## src/rtl/seg_scan.sv

```systemverilog
// Multiplexed scan driver for an N-digit common-cathode 7-segment display.
// Frame-synchronous display updates, anti-ghosting dead time, leading-zero blanking.
module seg_scan #(
    parameter int DIGITS   = 4,
    parameter int SCAN_DIV = 50000,
    parameter int DEAD     = 2
) (
    input  logic                  clk,
    input  logic                  rst,
    input  logic                  load,
    input  logic [4*DIGITS-1:0]   data_in,
    input  logic                  lz_en,
    output logic [3:0]            num,
    output logic [DIGITS-1:0]     dig_sel,
    output logic                  frame_done
);
    localparam int IW = (DIGITS > 1) ? $clog2(DIGITS) : 1;
    localparam int CW = (SCAN_DIV > 1) ? $clog2(SCAN_DIV) : 1;

    logic [CW-1:0]       cnt;
    logic [IW-1:0]       idx;
    logic [4*DIGITS-1:0] disp;
    logic [4*DIGITS-1:0] pend;
    logic                pend_v;

    logic                slot_end;
    logic                wrap;
    logic [DIGITS-1:0]   lead_zero;
    logic [DIGITS-1:0]   sel_onehot;
    logic [3:0]          cur_num;
    logic                supp;
    logic                lit;
    logic                zero_run;

    assign slot_end = (cnt == CW'(SCAN_DIV - 1));
    assign wrap     = slot_end && (idx == IW'(DIGITS - 1));

    // lead_zero[k]: every nibble from the top down to k is zero
    always_comb begin
        lead_zero = '0;
        zero_run  = 1'b1;
        for (int k = DIGITS - 1; k >= 0; k--) begin
            zero_run     = zero_run && (disp[4*k +: 4] == 4'd0);
            lead_zero[k] = zero_run;
        end
    end

    always_comb begin
        sel_onehot      = '0;
        sel_onehot[idx] = 1'b1;
        cur_num         = disp[4*idx +: 4];
        supp            = lz_en && (idx != '0) && lead_zero[idx];
        lit             = (cnt >= CW'(DEAD)) && !supp;
    end

    // Prescaler, digit index and frame-synchronous display buffer
    always_ff @(posedge clk or posedge rst) begin
        if (rst) begin
            cnt    <= '0;
            idx    <= '0;
            disp   <= '0;
            pend   <= '0;
            pend_v <= 1'b0;
        end else begin
            if (slot_end) begin
                cnt <= '0;
                idx <= (idx == IW'(DIGITS - 1)) ? '0 : idx + IW'(1);
            end else begin
                cnt <= cnt + CW'(1);
            end

            // disp only moves at the frame boundary so a frame never tears
            if (wrap) begin
                if (load) begin
                    disp <= data_in;
                end else if (pend_v) begin
                    disp <= pend;
                end else begin
                    disp <= disp;
                end
                pend_v <= 1'b0;
            end else if (load) begin
                pend   <= data_in;
                pend_v <= 1'b1;
            end else begin
                pend_v <= pend_v;
            end
        end
    end

    // Registered outputs reflect the state of the previous cycle
    always_ff @(posedge clk or posedge rst) begin
        if (rst) begin
            num        <= 4'd0;
            dig_sel    <= '0;
            frame_done <= 1'b0;
        end else begin
            num        <= cur_num;
            dig_sel    <= lit ? sel_onehot : '0;
            frame_done <= (cnt == '0) && (idx == '0);
        end
    end
endmodule

```

## config.mk

```make
export PLATFORM = sky130hd
export DESIGN_NAME = seg_scan
export DESIGN_NICKNAME = d
export VERILOG_FILES = /design/src/rtl/seg_scan.sv
export SDC_FILE = /design/constraint.sdc
export NUM_CORES = 1
export LEC_CHECK = 0
export ABC_AREA = 1
export BUFFER_PORTS_ARGS = -buffer_cell sky130_fd_sc_hd__clkbuf_2
export CORE_UTILIZATION = 55
export DETAILED_ROUTE_END_ITERATION = 12
export PLACE_DENSITY = 0.75
export SLEW_MARGIN = 20
export SYNTH_ARGS = -nofsm -noshare
export SYNTH_HDL_FRONTEND = slang
export SYNTH_SLANG_ARGS = --single-unit
export TNS_END_PERCENT = 10
```

## constraint.sdc

```tcl
create_clock -name clk -period 4.25 [get_ports clk]
set_clock_uncertainty 0.05 [all_clocks]
set_input_delay 0 -clock clk [delete_from_list [all_inputs] [get_ports clk]]
set_output_delay 0 -clock clk [all_outputs]
set_load 0.005 [all_outputs]
```

; Word-level counts from Yosys, hierarchy flattened
; Cells that the tools add are included.
; Widths: inputs -> output; s select.
[word_totals]
reg_bits = 60
input_bits = 20
output_inout_bits = 9
wordCells = 49
[classes]
n_addsub = 2
magnitude_cmp = 3
eq_ne = 2
shift = 1
muxes = 11
n_bitwise = 1
reduce_logical = 21
[op_table]
columns = op, n
row1 = $mux 16, 3
row2 = $add 16x1->16 const B, 1
row3 = $eq 16x16->1 const B, 1
row4 = $ge 16x2->1 const B, 1
row5 = $logic_not 16->1, 1
row6 = $logic_not 4->1, 4
row7 = $shiftx 16x5->4, 1
row8 = $logic_and 1x1->1, 9
row9 = $reduce_bool 2->1, 3
row10 = $mux 1, 4
row11 = $mux 4, 1
row12 = $reduce_and 2->1, 2
row13 = $lt 2x3->1 const B, 1
row14 = $add 2x1->2 const B, 1
row15 = $bmux 1 s2, 1
row16 = $demux 1 s2, 1
row17 = $eq 2x2->1 const B, 1
row18 = $ge 2x1->1 const B, 1
row19 = $logic_not 2->1, 1
row20 = $mux 2, 1
row21 = $logic_not 1->1, 1
row22 = $not 1->1, 1

; Longest topological paths before layout
[logic_depth]
depth_word = 10
depth_mapped = 10
ltp_nobuf = 9

; Worst setup path after synthesis
; No wires, ideal clock.
[synth_timing]
kind = register -> register
start = register idx[0]
end = register dig_sel[3]
setup_time_ns = 0.124
arrival_ns = 1.640
required_time_ns = 4.076
path_slack_ns = 2.436
stages_incl_launch_ff = 11
n_path_buf = 2
period_less_slack_ns = 1.814
path_cell_list = dfrtp_1 clkbuf_1 inv_1 clkbuf_1 ha_1 nor2_1 nand2_1 nor3b_1 nand2_1 nand2_1 nor2_1
[synth_between]
elab_chain_cells = 6
word_cells_on_any_way = 13
cone_classes = order compare: 2 / mux: 5 / reduce/logical: 6
[synth_rtl]
columns = element, line_no
row1 = start: declaration, 21  ; logic [IW-1:0] idx;
row2 = start signal: assignment, 67  ; idx <= (idx == IW'(DIGITS - 1)) ? '0 : idx + IW'(1);
row3 = branches (longest 5 deep; another with $lt 2x3->1), --
row4 = $mux 4 *, 99  ; dig_sel <= lit ? sel_onehot : '0;
row5 = end signal: assignment, 99
row6 = end: declaration, 14  ; output logic [DIGITS-1:0] dig_sel,
; Every way passes the cells marked *. The select of a mux whose other input is x is not followed.
; A chain may end at the register's enable or synchronous reset.

; Final worst setup path
[layout_timing]
start = register cnt[1]
end = register pend[5]
[layout_between]
elab_chain_cells = 4
[layout_rtl]
columns = element, line_no
row1 = start: declaration, 20  ; logic [CW-1:0] cnt;
row2 = start signal: assignment, 69  ; cnt <= cnt + CW'(1);
row3 = $eq 16x16->1, 35  ; assign slot_end = (cnt == CW'(SCAN_DIV - 1));
row4 = $logic_and 1x1->1, 36  ; assign wrap = slot_end && (idx == IW'(DIGITS - 1));
row5 = $not 1->1 (no line), --
row6 = $reduce_and 2->1 (no line), --
row7 = end signal: assignment, 83  ; pend <= data_in;
row8 = end: declaration, 23  ; logic [4*DIGITS-1:0] pend;
; No other way between the ends.

==> flow_summary_export.csv <==
group,metric,value,unit
outcome,outcome,"finished, final reports clean",
critical_path,crit_buf_inv,1,
layout,final_cells,491,
run,drv_cap,0,
detailed_routing,ant_nets,0,
sta,worstMarginPinSlew,988,ps
clocking,cts-resized-gates,0,
floorplanning,rows,27,
critical_path,cp-start-kind,"register",
sta,fin_crit,1900,ps
global_routing,grt_max_degree,61,
global_routing,grt_first_pass_wirelength,11.2,mm
placement,place.port_buffers,28,
detailed_routing,drt_iter0_markers,193,
sta,finalSetupViolCount,0,
critical_path,worstSetupPathType,"reg2reg",
detailed_routing,dr.pass1.iters,5,
clocking,cts.htree.levels,3,
layout,final_core_utilization,0.669,
sta,min_period_over_period,0.448,
layout,drive_gt1_frac,0.212,
critical_path,path_cells,"ha_1, nand2_1, inv_2, nand2_2, nor2_4, nand3_4, nand2_4, nand2_1, nand2_1",
clocking,clk_pin_slew,70,ps
clocking,cts_hold_buf,17,
layout,area_delta_synth_final,17.0,%
critical_path,critPathMaxFanout,18,
clocking,numCtsBuffers,9,
synthesis,synth_nets,396,
clocking,post_cts_buffers,0,
placement,gp_congestion,0.845,
critical_path,slowest_delay,420,ps
sta,slew_violations,0,
synthesis,syn_area,3170,um2
critical_path,cp_slowest_cell,"dfrtp_1",
power,leakage,1.97,nW
placement,dp_cells,458,
critical_path,crit_top_cell,"nand2_1",
synthesis,async_flop_share,1.00,
global_routing,met2_usage,0.342,
sta,slew_headroom,0.341,
detailed_routing,drt_wl_total,6.30,mm
synthesis,synth_most_common_cell,"nand2_1",
power,ir_drop,0.000238,V
synthesis,synth-edff-count,0,
critical_path,crit_required,4470,ps
floorplanning,start_util,0.572,
clocking,cts_tree,"done",
synthesis,yosysWarnings,0,
synthesis,yosysUniqueCellTypes,35,
layout,fin_nets,441,
global_routing,grtUsageMet1,0.347,
floorplanning,die-width,77.9,um
critical_path,path_delay_family,"simple AND/OR/NAND/NOR gates",
synthesis,synth_top_area_share,0.474,
synthesis,yosys.area.top_type,"dfrtp_1",
layout,diodes,0,
sta,hold_viol,0,
global_routing,grt-ovfl-total,0,
floorplanning,core_area,5540,um2
detailed_routing,post_drt_wl_per_cell,12.8,um
detailed_routing,route.detailed.drc,0,
clocking,cts.sinks,60,
global_routing,antenna_found_initial,0,
synthesis,netlist_top_cells_count,"nand2_1, dfrtp_1, nor2_1",
placement,place_hpwl,4.31,mm
sta,clock.fmax,0.526,GHz
synthesis,syn_avg_cell_area,8.59,um2
floorplanning,io_pins,29,
synthesis,synth_cells,369,
global_routing,grt_pass1_vias,2419,
global_routing,grt_usage,0.239,
sta,rsz0062_at_grt,"false",
global_routing,use_met3,0.0588,
power,power_density,334,nW/um2
sta,finalSetupTns,0,ps
critical_path,crit_path_end_kind,"register",
floorplanning,dieHeight,77.9,um
clocking,cts-root-buf,"clkbuf_8",
synthesis,synth_area_leaders,"dfrtp_1, nand2_1, nand3_1",
detailed_routing,viasPerCell,5.15,
critical_path,arrival,2120,ps
detailed_routing,vias,2529,
critical_path,rrSetupSlack,2350,ps
clocking,clockBufferDepth,2,
floorplanning,die-area,6070,um2
synthesis,seq_area_frac_synth,0.474,
clocking,clk_latency,330,ps
synthesis,ys_dominant_reg_cell,"dfrtp_1",
worst_hold_path,hp-class,"in2reg",
synthesis,synth_seq_cells,60,
global_routing,top_usage_layer,"met1",
power by group:
part / total (W) / leakage [nW] / switching [W] / internal (W)
clock network: 0.000569 / 0.107 / 0.000224 / 0.000346
logic: 0.0000774 / 1.08 / 0.0000387 / 0.0000387
registers: 0.000593 / 0.785 / 0.00000827 / 0.000585
logic make-up after synthesis:
family / count (synthesis) / synth area share
buffers and inverters: 43 / 0.0643
AND/OR/NAND/NOR: 216 / 0.326
multiplexers: 16 / 0.0568
XOR/XNOR: 6 / 0.0166
adder cells (fa/ha/maj): 7 / 0.0276
flip-flops: 60 / 0.474
AO/OA/AOI/OAI: 21 / 0.0347
metal layers:
metal / wire length, um / part of all wire
met1: 3150 / 0.50
met2: 2820 / 0.45
met5: 0 / 0
met4: 91 / 0.014
met3: 237 / 0.038
metrics by stage:
| step | hold slack, ps | total power (W) | cell area [um2] | setup slack (ps) |
|---|---|---|---|---|
| 2_1_floorplan | 94.5 | 0.000650 | 3170 | 2440 |
| 3_3_place_gp | 184 | 0.000666 | 3320 | 2240 |
| 3_5_place_dp | 189 | 0.000669 | 3320 | 2140 |
| 4_1_cts | 94.3 | 0.00125 | 3710 | 2340 |
| 5_1_grt | 148 | 0.00128 | 3710 | 2120 |
| 6_report | 95.4 | 0.00124 | 3710 | 2350 |
worst register-to-register path: cells and delay by family (launching register included):
family	cells	cell delay, ps
flip-flops	1	420
adder cells (fa/ha/maj)	1	200
AND/OR/NAND/NOR	7	1100
buffers and inverters	1	70
layout make-up:
cell class | count | area (um2)
fill | 434 | 1830
inverter | 31 | 116
sequential | 60 | 1500
tap | 72 | 90.1
clock inverter | 4 | 72.6
timing repair buffer | 46 | 318
multi-input combinational | 266 | 1460
clock buffer | 12 | 145
worst paths after layout:
check | end | start | cells after the start
worst max-delay path | pend[5] | cnt[1] | 9
worst min-delay path | dig_sel[3] | lz_en | 5
worst max register to register | pend[5] | cnt[1] | 9
worst min register to register | pend[3] | pend[3] | 2
max in group asynchronous | num[2] | rst | 4
min in group asynchronous | pend[8] | rst | 4
layout by cell type (no fill, tap or decap), types with 12 or more instances in the layout:
master and instances:
mux2_2 16, dlygate4sd3_1 17, nand2_2 14, clkbuf_2 28, nand2_1 90, dfrtp_1 60
inv_1 28, nand3_1 43, nor2_1 46, o21ai_0 12
flip-flops by register name (all words and copies together), names as in the netlist:
name        cells
cnt            16
num             4
frame_done      1
idx             2
pend_v          1
disp           16
pend           16
dig_sel         4
Note: power is estimated with default switching activity, not from simulation.
